===== src/rtl/icache_assoc.sv =====
// icache_assoc: parametrised N-way set-associative instruction cache with true-LRU
// replacement, word-serial line refill and flush. Define ICACHE_STATS_EN for hit/miss counters.
module icache_assoc #(
    parameter int WAYS       = 2,
    parameter int SETS       = 8,
    parameter int LINE_WORDS = 8
) (
    input  logic        clk,
    input  logic        reset,
    input  logic        ins_req,
    input  logic [31:0] instraddr,
    output logic [31:0] instr,
    output logic        hit,
    output logic        stall,
    input  logic        flush,
    output logic        mem_req,
    output logic [31:0] mem_addr,
    input  logic [31:0] mem_data,
`ifdef ICACHE_STATS_EN
    output logic [31:0] stat_hits,
    output logic [31:0] stat_misses,
`endif
    input  logic        mem_val
);
    localparam int OFF_W  = $clog2(LINE_WORDS) + 2;
    localparam int IDX_W  = $clog2(SETS);
    localparam int TAG_W  = 32 - IDX_W - OFF_W;
    localparam int WSEL_W = $clog2(LINE_WORDS);
    localparam int AGE_W  = (WAYS > 1) ? $clog2(WAYS) : 1;
    localparam int WAY_W  = AGE_W;

    localparam logic [2:0] S_IDLE   = 3'd0;
    localparam logic [2:0] S_LOOKUP = 3'd1;
    localparam logic [2:0] S_REFILL = 3'd2;
    localparam logic [2:0] S_FILL   = 3'd3;
    localparam logic [2:0] S_FLUSH  = 3'd4;

    typedef logic [LINE_WORDS-1:0][31:0] line_t;

    logic [2:0]        state_q, state_d;
    logic [31:2]       addr_q, addr_d;
    logic [WSEL_W-1:0] cnt_q, cnt_d;
    logic              flush_pend_q, flush_pend_d;
    line_t             line_buf_q;

    logic [SETS-1:0][WAYS-1:0] valid_q;
    logic [TAG_W-1:0]          tag_q  [WAYS][SETS];
    line_t                     data_q [WAYS][SETS];
    logic [AGE_W-1:0]          age_q  [SETS][WAYS];

    logic [IDX_W-1:0]  idx;
    logic [TAG_W-1:0]  tag;
    logic [WSEL_W-1:0] wsel;
    logic [WAYS-1:0]   way_hit;
    logic [WAY_W-1:0]  hit_way, victim, upd_way;
    logic [AGE_W-1:0]  old_age;
    logic              lookup_hit, found_inv;
    logic              hit_fire, miss_fire, fill_fire;
    logic              unused_low_bits;

    assign idx  = addr_q[OFF_W +: IDX_W];
    assign tag  = addr_q[31 -: TAG_W];
    assign wsel = addr_q[2 +: WSEL_W];
    assign unused_low_bits = ^instraddr[1:0];

    // NOTE: every combinational output gets a default first, so no path leaves it unassigned (no latch).
    always_comb begin
        way_hit = '0;
        hit_way = '0;
        for (int w = 0; w < WAYS; w++) begin
            way_hit[w] = valid_q[idx][w] && (tag_q[w][idx] == tag);
            if (way_hit[w]) hit_way = WAY_W'(w);
        end
    end
    assign lookup_hit = |way_hit;

    // Victim: lowest invalid way, otherwise the oldest (age WAYS-1).
    always_comb begin
        victim    = '0;
        found_inv = 1'b0;
        for (int w = WAYS - 1; w >= 0; w--) begin
            if (!valid_q[idx][w]) begin
                victim    = WAY_W'(w);
                found_inv = 1'b1;
            end
        end
        if (!found_inv) begin
            for (int w = 0; w < WAYS; w++) begin
                if (age_q[idx][w] == AGE_W'(WAYS - 1)) victim = WAY_W'(w);
            end
        end
    end

    assign hit_fire  = (state_q == S_LOOKUP) && lookup_hit && !flush;
    assign miss_fire = (state_q == S_LOOKUP) && !lookup_hit && !flush;
    assign fill_fire = (state_q == S_FILL);
    assign upd_way   = fill_fire ? victim : hit_way;
    assign old_age   = age_q[idx][upd_way];

    // NOTE: blocking assignments here model pure combinational next-state logic; registers use <= only.
    always_comb begin
        state_d      = state_q;
        addr_d       = addr_q;
        cnt_d        = cnt_q;
        flush_pend_d = flush_pend_q;
        case (state_q)
            S_IDLE: begin
                if (flush) begin
                    state_d = S_FLUSH;
                end else if (ins_req) begin
                    addr_d  = instraddr[31:2];
                    state_d = S_LOOKUP;
                end
            end
            S_LOOKUP: begin
                if (flush)            state_d = S_FLUSH;
                else if (!lookup_hit) state_d = S_REFILL;
                else if (ins_req)     addr_d  = instraddr[31:2];
                else                  state_d = S_IDLE;
            end
            S_REFILL: begin
                if (flush) flush_pend_d = 1'b1;
                if (mem_val) begin
                    cnt_d = cnt_q + 1'b1;
                    if (cnt_q == '1) state_d = S_FILL;
                end
            end
            S_FILL: begin
                // A flush seen during the refill wins over the re-lookup; the fetch re-issues.
                state_d      = (flush || flush_pend_q) ? S_FLUSH : S_LOOKUP;
                flush_pend_d = 1'b0;
            end
            S_FLUSH: begin
                state_d      = S_IDLE;
                flush_pend_d = 1'b0;
            end
            default: state_d = S_IDLE;
        endcase
    end

    always_ff @(posedge clk or negedge reset) begin
        if (!reset) begin
            state_q      <= S_IDLE;
            addr_q       <= '0;
            cnt_q        <= '0;
            flush_pend_q <= 1'b0;
        end else begin
            state_q      <= state_d;
            addr_q       <= addr_d;
            cnt_q        <= cnt_d;
            flush_pend_q <= flush_pend_d;
        end
    end

    always_ff @(posedge clk or negedge reset) begin
        if (!reset) begin
            valid_q <= '0;
            for (int s = 0; s < SETS; s++) begin
                for (int w = 0; w < WAYS; w++) age_q[s][w] <= AGE_W'(w);
            end
        end else begin
            if (state_q == S_FLUSH) valid_q <= '0;
            else if (fill_fire)     valid_q[idx][victim] <= 1'b1;
            if (hit_fire || fill_fire) begin
                for (int w = 0; w < WAYS; w++) begin
                    if (WAY_W'(w) == upd_way)      age_q[idx][w] <= '0;
                    else if (age_q[idx][w] < old_age) age_q[idx][w] <= age_q[idx][w] + 1'b1;
                end
            end
        end
    end

    // NOTE: tag/data arrays and the line buffer are not reset; valid bits alone gate their use.
    always_ff @(posedge clk) begin
        if (state_q == S_REFILL && mem_val) line_buf_q[cnt_q] <= mem_data;
        if (fill_fire) begin
            tag_q[victim][idx]  <= tag;
            data_q[victim][idx] <= line_buf_q;
        end
    end

    assign hit      = hit_fire;
    assign instr    = hit_fire ? data_q[hit_way][idx][wsel] : '0;
    assign stall    = miss_fire || (state_q == S_REFILL) || (state_q == S_FILL) || (state_q == S_FLUSH);
    assign mem_req  = (state_q == S_REFILL);
    assign mem_addr = mem_req ? {addr_q[31:OFF_W], {OFF_W{1'b0}}} : '0;

`ifdef ICACHE_STATS_EN
    logic [31:0] hits_q, misses_q;
    logic        relookup_q;

    // The first lookup after a fill is the refill's own re-lookup and is not counted.
    always_ff @(posedge clk or negedge reset) begin
        if (!reset) begin
            hits_q     <= '0;
            misses_q   <= '0;
            relookup_q <= 1'b0;
        end else begin
            relookup_q <= fill_fire && (state_d == S_LOOKUP);
            if (hit_fire && !relookup_q && hits_q != '1) hits_q <= hits_q + 1'b1;
            if (miss_fire && misses_q != '1)             misses_q <= misses_q + 1'b1;
        end
    end

    assign stat_hits   = hits_q;
    assign stat_misses = misses_q;
`endif

endmodule


===== config.mk =====
export PLATFORM = sky130hd
export DESIGN_NAME = icache_assoc
export DESIGN_NICKNAME = d
export VERILOG_FILES = /design/src/rtl/icache_assoc.sv
export SDC_FILE = /design/constraint.sdc
export NUM_CORES = 2
export LEC_CHECK = 0
export CELL_PAD_IN_SITES_DETAIL_PLACEMENT = 0
export CELL_PAD_IN_SITES_GLOBAL_PLACEMENT = 1
export CORE_ASPECT_RATIO = 1.5
export CORE_MARGIN = 3
export CORE_UTILIZATION = 59
export DETAILED_ROUTE_END_ITERATION = 10
export PLACE_DENSITY_LB_ADDON = 0.1
export SYNTH_ARGS = -nofsm -noshare
export SYNTH_HDL_FRONTEND = slang
export SYNTH_MEMORY_MAX_BITS = 65536
export SYNTH_SLANG_ARGS = --single-unit

===== constraint.sdc =====
create_clock -name clk -period 34.3 [get_ports clk]
set_input_delay 3.43 -clock clk [delete_from_list [all_inputs] [get_ports clk]]
set_output_delay 3.43 -clock clk [all_outputs]
set_load 0.01 [all_outputs]

==> run_results.csv <==
group,metric,value,unit
outcome,outcome,"completed",
floorplanning,initial_core_util,59.4,%
pwr,seqPwrFrac,47.5,%
worst_setup_path,criticalPathCategory,"flip-flop to output pin",
cts,post_cts_buffers,0,
floorplanning,fp.dieW,460,um
cts,worstSkewPairLatency,0.96,ns
timing,finalCritPeriodShare,45.4,%
finish,layout.cells.non_filler,14475,
worst_setup_path,cpPeakStageDelay,0.82,ns
logic_synthesis,syn_area,183000,um2
floorplanning,rows,249,
cts,ctsResizeCount,0,
pwr,pwr-share-comb,19.2,%
pwr,p_int,9940,uW
detailed_routing,drcViolationCount,0,
logic_synthesis,ys.flop_type,"edfxtp_1",
flow_run,maxCapViolations,0,
logic_synthesis,ys_seq_area_share,78.8,%
global_routing,grt-busiest-layer,"met2",
cts,clock_sinks,4805,
worst_setup_path,worst_setup_path_start_kind,"flip-flop",
pwr,leakagePower,0.0633,uW
pwr,max-vdd-ir-drop,60.6,uV
detailed_routing,viasPerCell,6.85,
timing,final_hold_viol_count,0,
finish,area_growth,10.5,%
finish,fin_nets,10170,
logic_synthesis,synth_warnings,0,
timing,max_freq,0.0643,GHz
worst_setup_path,cp.arrival,12.13,ns
cts,cts_tree,"built",
floorplanning,die_h,688,um
finish,drive_gt1_share,15.1,%
cts,clockRootBuffer,"clkbuf_16",
timing,rsz0062_at_grt,"false",
worst_setup_path,path_max_fanout,102,
placed_design,gp_congestion,0.789,
placed_design,dp_hpwl,259,mm
detailed_routing,wl_per_cell,35.9,um
floorplanning,ios,136,
detailed_routing,antenna_left,0,
worst_setup_path,path_common_cell,"buf_4",
logic_synthesis,synthCells,9844,
detailed_routing,drt_pre_antenna_iters,6,
global_routing,met2_usage,54.4,%
global_routing,antenna_found_initial,40,
logic_synthesis,synth_seq_cells,4805,
placed_design,dp.cells,13686,
placed_design,portBuffers,128,
logic_synthesis,ys_types,83,
timing,final.min_clock_period,15.56,ns
timing,drv_slew,0,
global_routing,grt_overflow,0,
floorplanning,fp.dieArea,317000,um2
global_routing,grt_pass1_vias,97740,
cts,htreeDepth,5,
cts,path_clk_slew,0.07,ns
detailed_routing,drt-total-wl,520,mm
timing,skew,0.0341,ns
global_routing,use_met1,44.6,%
timing,setup_viol,0,
timing,tightest_slew,1.29,ns
detailed_routing,vias,99172,
timing,tns,0,ns
logic_synthesis,synth_edf_count,4736,
pwr,p_switching,4040,uW
global_routing,gr-usage-all-layers,33.0,%
cts,numCtsBuffers,427,
floorplanning,core,307000,um2
worst_setup_path,end_kind,"output pin",
worst_setup_path,required,30.87,ns
worst_setup_path,worst_path_max_delay_cell,"or2_4",
detailed_routing,drt_iter0_drc,12855,
pwr,p_clk_share,33.3,%
logic_synthesis,avgSynthCellArea,18.6,um2
timing,relSlewSlack,13.5,%
hold_path,min_path_type,"flip-flop to flip-flop",
global_routing,use_met3,5.77,%
logic_synthesis,synth-async-reset-ratio,1.44,%
pwr,p_per_area,69.2,nW/um2
cts,hold_buffers,0,
global_routing,grt_pass1_wl,733,mm
pwr,swShare,28.9,%
cts,clk_path_buf_depth,4,
worst_setup_path,worstPathCellList,"buf_4, buf_4, or2_4, o22ai_1, o21ai_0, nand3_1, nor4_1, and4_4, buf_4, buf_12, buf_4, buf_12, buf_4, mux4_2, mux4_2, a211oi_1, o22ai_1, clkdlybuf4s50_1",
global_routing,grt_max_degree,133,
[kinds of logic (layout without fill, tap and decap cells)]
| logic type | count (synthesis) | count (layout) | synth area share [%] |
|---|---|---|---|
| other | 1 | 31 | 0.00205 |
| DFF | 4805 | 4805 | 78.8 |
| buffers and inverters | 589 | 1174 | 1.82 |
| and+or+nand+nor | 2374 | 2374 | 5.59 |
| xor gates and xnor gates | 37 | 37 | 0.177 |
| AOI/OAI and AO/OA | 991 | 991 | 3.98 |
| adders and majority gates | 2 | 2 | 0.0137 |
| muxes | 1045 | 1045 | 9.67 |
[layout make-up]
class / count / area, um2
Antenna cell: 26 / 65.1
Clock buffer: 539 / 11400
Clock inverter: 224 / 1940
Fill cell: 20389 / 106000
Inverter: 13 / 61.3
Multi-Input combinational cell: 4454 / 35800
Sequential cell: 4805 / 144000
Tap cell: 4016 / 5020
Timing Repair Buffer: 398 / 3730
[worst max-delay path: cells and delay by family, from the launching register on]
family	cells	cell delay, ns
simple gates	4	2.14
mux	2	1.10
compound gates	4	1.26
flops	1	0.72
buf+inv	8	5.38
[worst paths after layout]
kind	from	to	slack, ns	cells past startpoint
worst max-delay path	addr_q[6]$_DFFE_PN0P_	instr[25]	18.74	18
worst min-delay path	valid_q[6]$_DFFE_PN0N_	valid_q[6]$_DFFE_PN0N_	0.48	1
worst max register to register	addr_q[6]$_DFFE_PN0P_	data_q[0][1534]$_DFFE_PP_	25.87	12
worst min register to register	valid_q[6]$_DFFE_PN0N_	valid_q[6]$_DFFE_PN0N_	0.48	1
max in group asynchronous	reset	addr_q[2]$_DFFE_PN0P_	30.76	2
min in group asynchronous	reset	addr_q[5]$_DFFE_PN0P_	2.33	1
[placed cells by master, fill, tap and decap left out, types with 34 or more instances in the layout]
cell type,instances
o22ai_1,166
mux4_2,568
clkinv_1,91
bufinv_16,34
nor3_1,71
a31oi_1,132
o211ai_1,46
mux2i_1,397
nand2_1,1459
o221ai_1,38
nor2_1,142
a22oi_1,77
clkinv_2,79
o2111ai_1,34
a32oi_1,130
clkbuf_16,437
nand4_1,101
edfxtp_1,4736
nand3_1,433
buf_12,34
clkdlybuf4s50_1,127
clkbuf_1,95
a21oi_1,60
dfrtp_1,56
mux2_2,66
buf_4,237
o21ai_0,62
[per-stage QoR]
stage | utilization, % | power, uW | hold WS (ns) | worst slack (ns) | cell area, um2
finish | 65.7 | 14000 | 0.477 | 18.74 | 202000
global placement | 61.3 | 9400 | 0.454 | 19.74 | 189000
floorplan | - | 8210 | 0.444 | 19.27 | 183000
CTS | 65.7 | 14000 | 0.477 | 18.71 | 202000
global route | 65.7 | 14300 | 0.495 | 18.20 | 202000
detailed placement | 61.3 | 9420 | 0.461 | 19.75 | 189000
[layer usage]
layer	routed length, um	vias up
li1	-	39949
met1	191000	52547
met2	258000	5579
met3	50200	1069
met4	21600	28
met5	190	-
[state kept, by name, indices dropped and copies added, names as in the netlist]
name          count
addr_q           30
age_q            16
cnt_q             3
data_q         4096
flush_pend_q      1
line_buf_q      256
state_q           3
tag_q           384
valid_q          16
[synthesized netlist by cell type (13+ instances only)]
cell       instances  area share [%]
nor2b_1           14           0.048
nor4_1            14           0.048
a31oi_1          132            0.45
a22o_1            16           0.077
nand4_1          101            0.35
a311oi_1          15           0.072
buf_1             42           0.086
o21ai_0           62            0.17
nand3_1          435             1.2
a221oi_1          32            0.15
clkbuf_1         296            0.61
a21oi_1           60            0.16
buf_4             91            0.37
and2_1            27           0.092
edfxtp_1        4736              78
o31ai_1           23           0.094
mux2_2            66            0.41
nor3_1            76            0.21
mux2i_1          397             2.2
dfrtp_1           61            0.84
buf_2             70            0.19
a32o_1            16           0.088
mux2_1            14           0.086
nand2_1         1464             3.0
buf_6             57            0.35
and3_1            31            0.11
nor2_1           166            0.34
o21ai_1           21           0.057
o22ai_1          166            0.57
a32oi_1          130            0.62
xor2_1            25            0.12
mux4_2           568             7.0
a211oi_1          17           0.070
buf_8             13            0.11
o221ai_1          38            0.18
a21o_1            18           0.074
o2111ai_1         34            0.16
o211ai_1          46            0.19
a22oi_1           77            0.32
[power by group through the flow]
stage               Clock, uW  Sequential [uW]  Combinational, uW
detailed placement          0             6770               2650
floorplan                   0             6730               1480
global placement            0             6760               2640
global route             4920             6650               2770
CTS                      4710             6640               2660
finish                   4660             6640               2690
(Power assumes the default switching activity.)
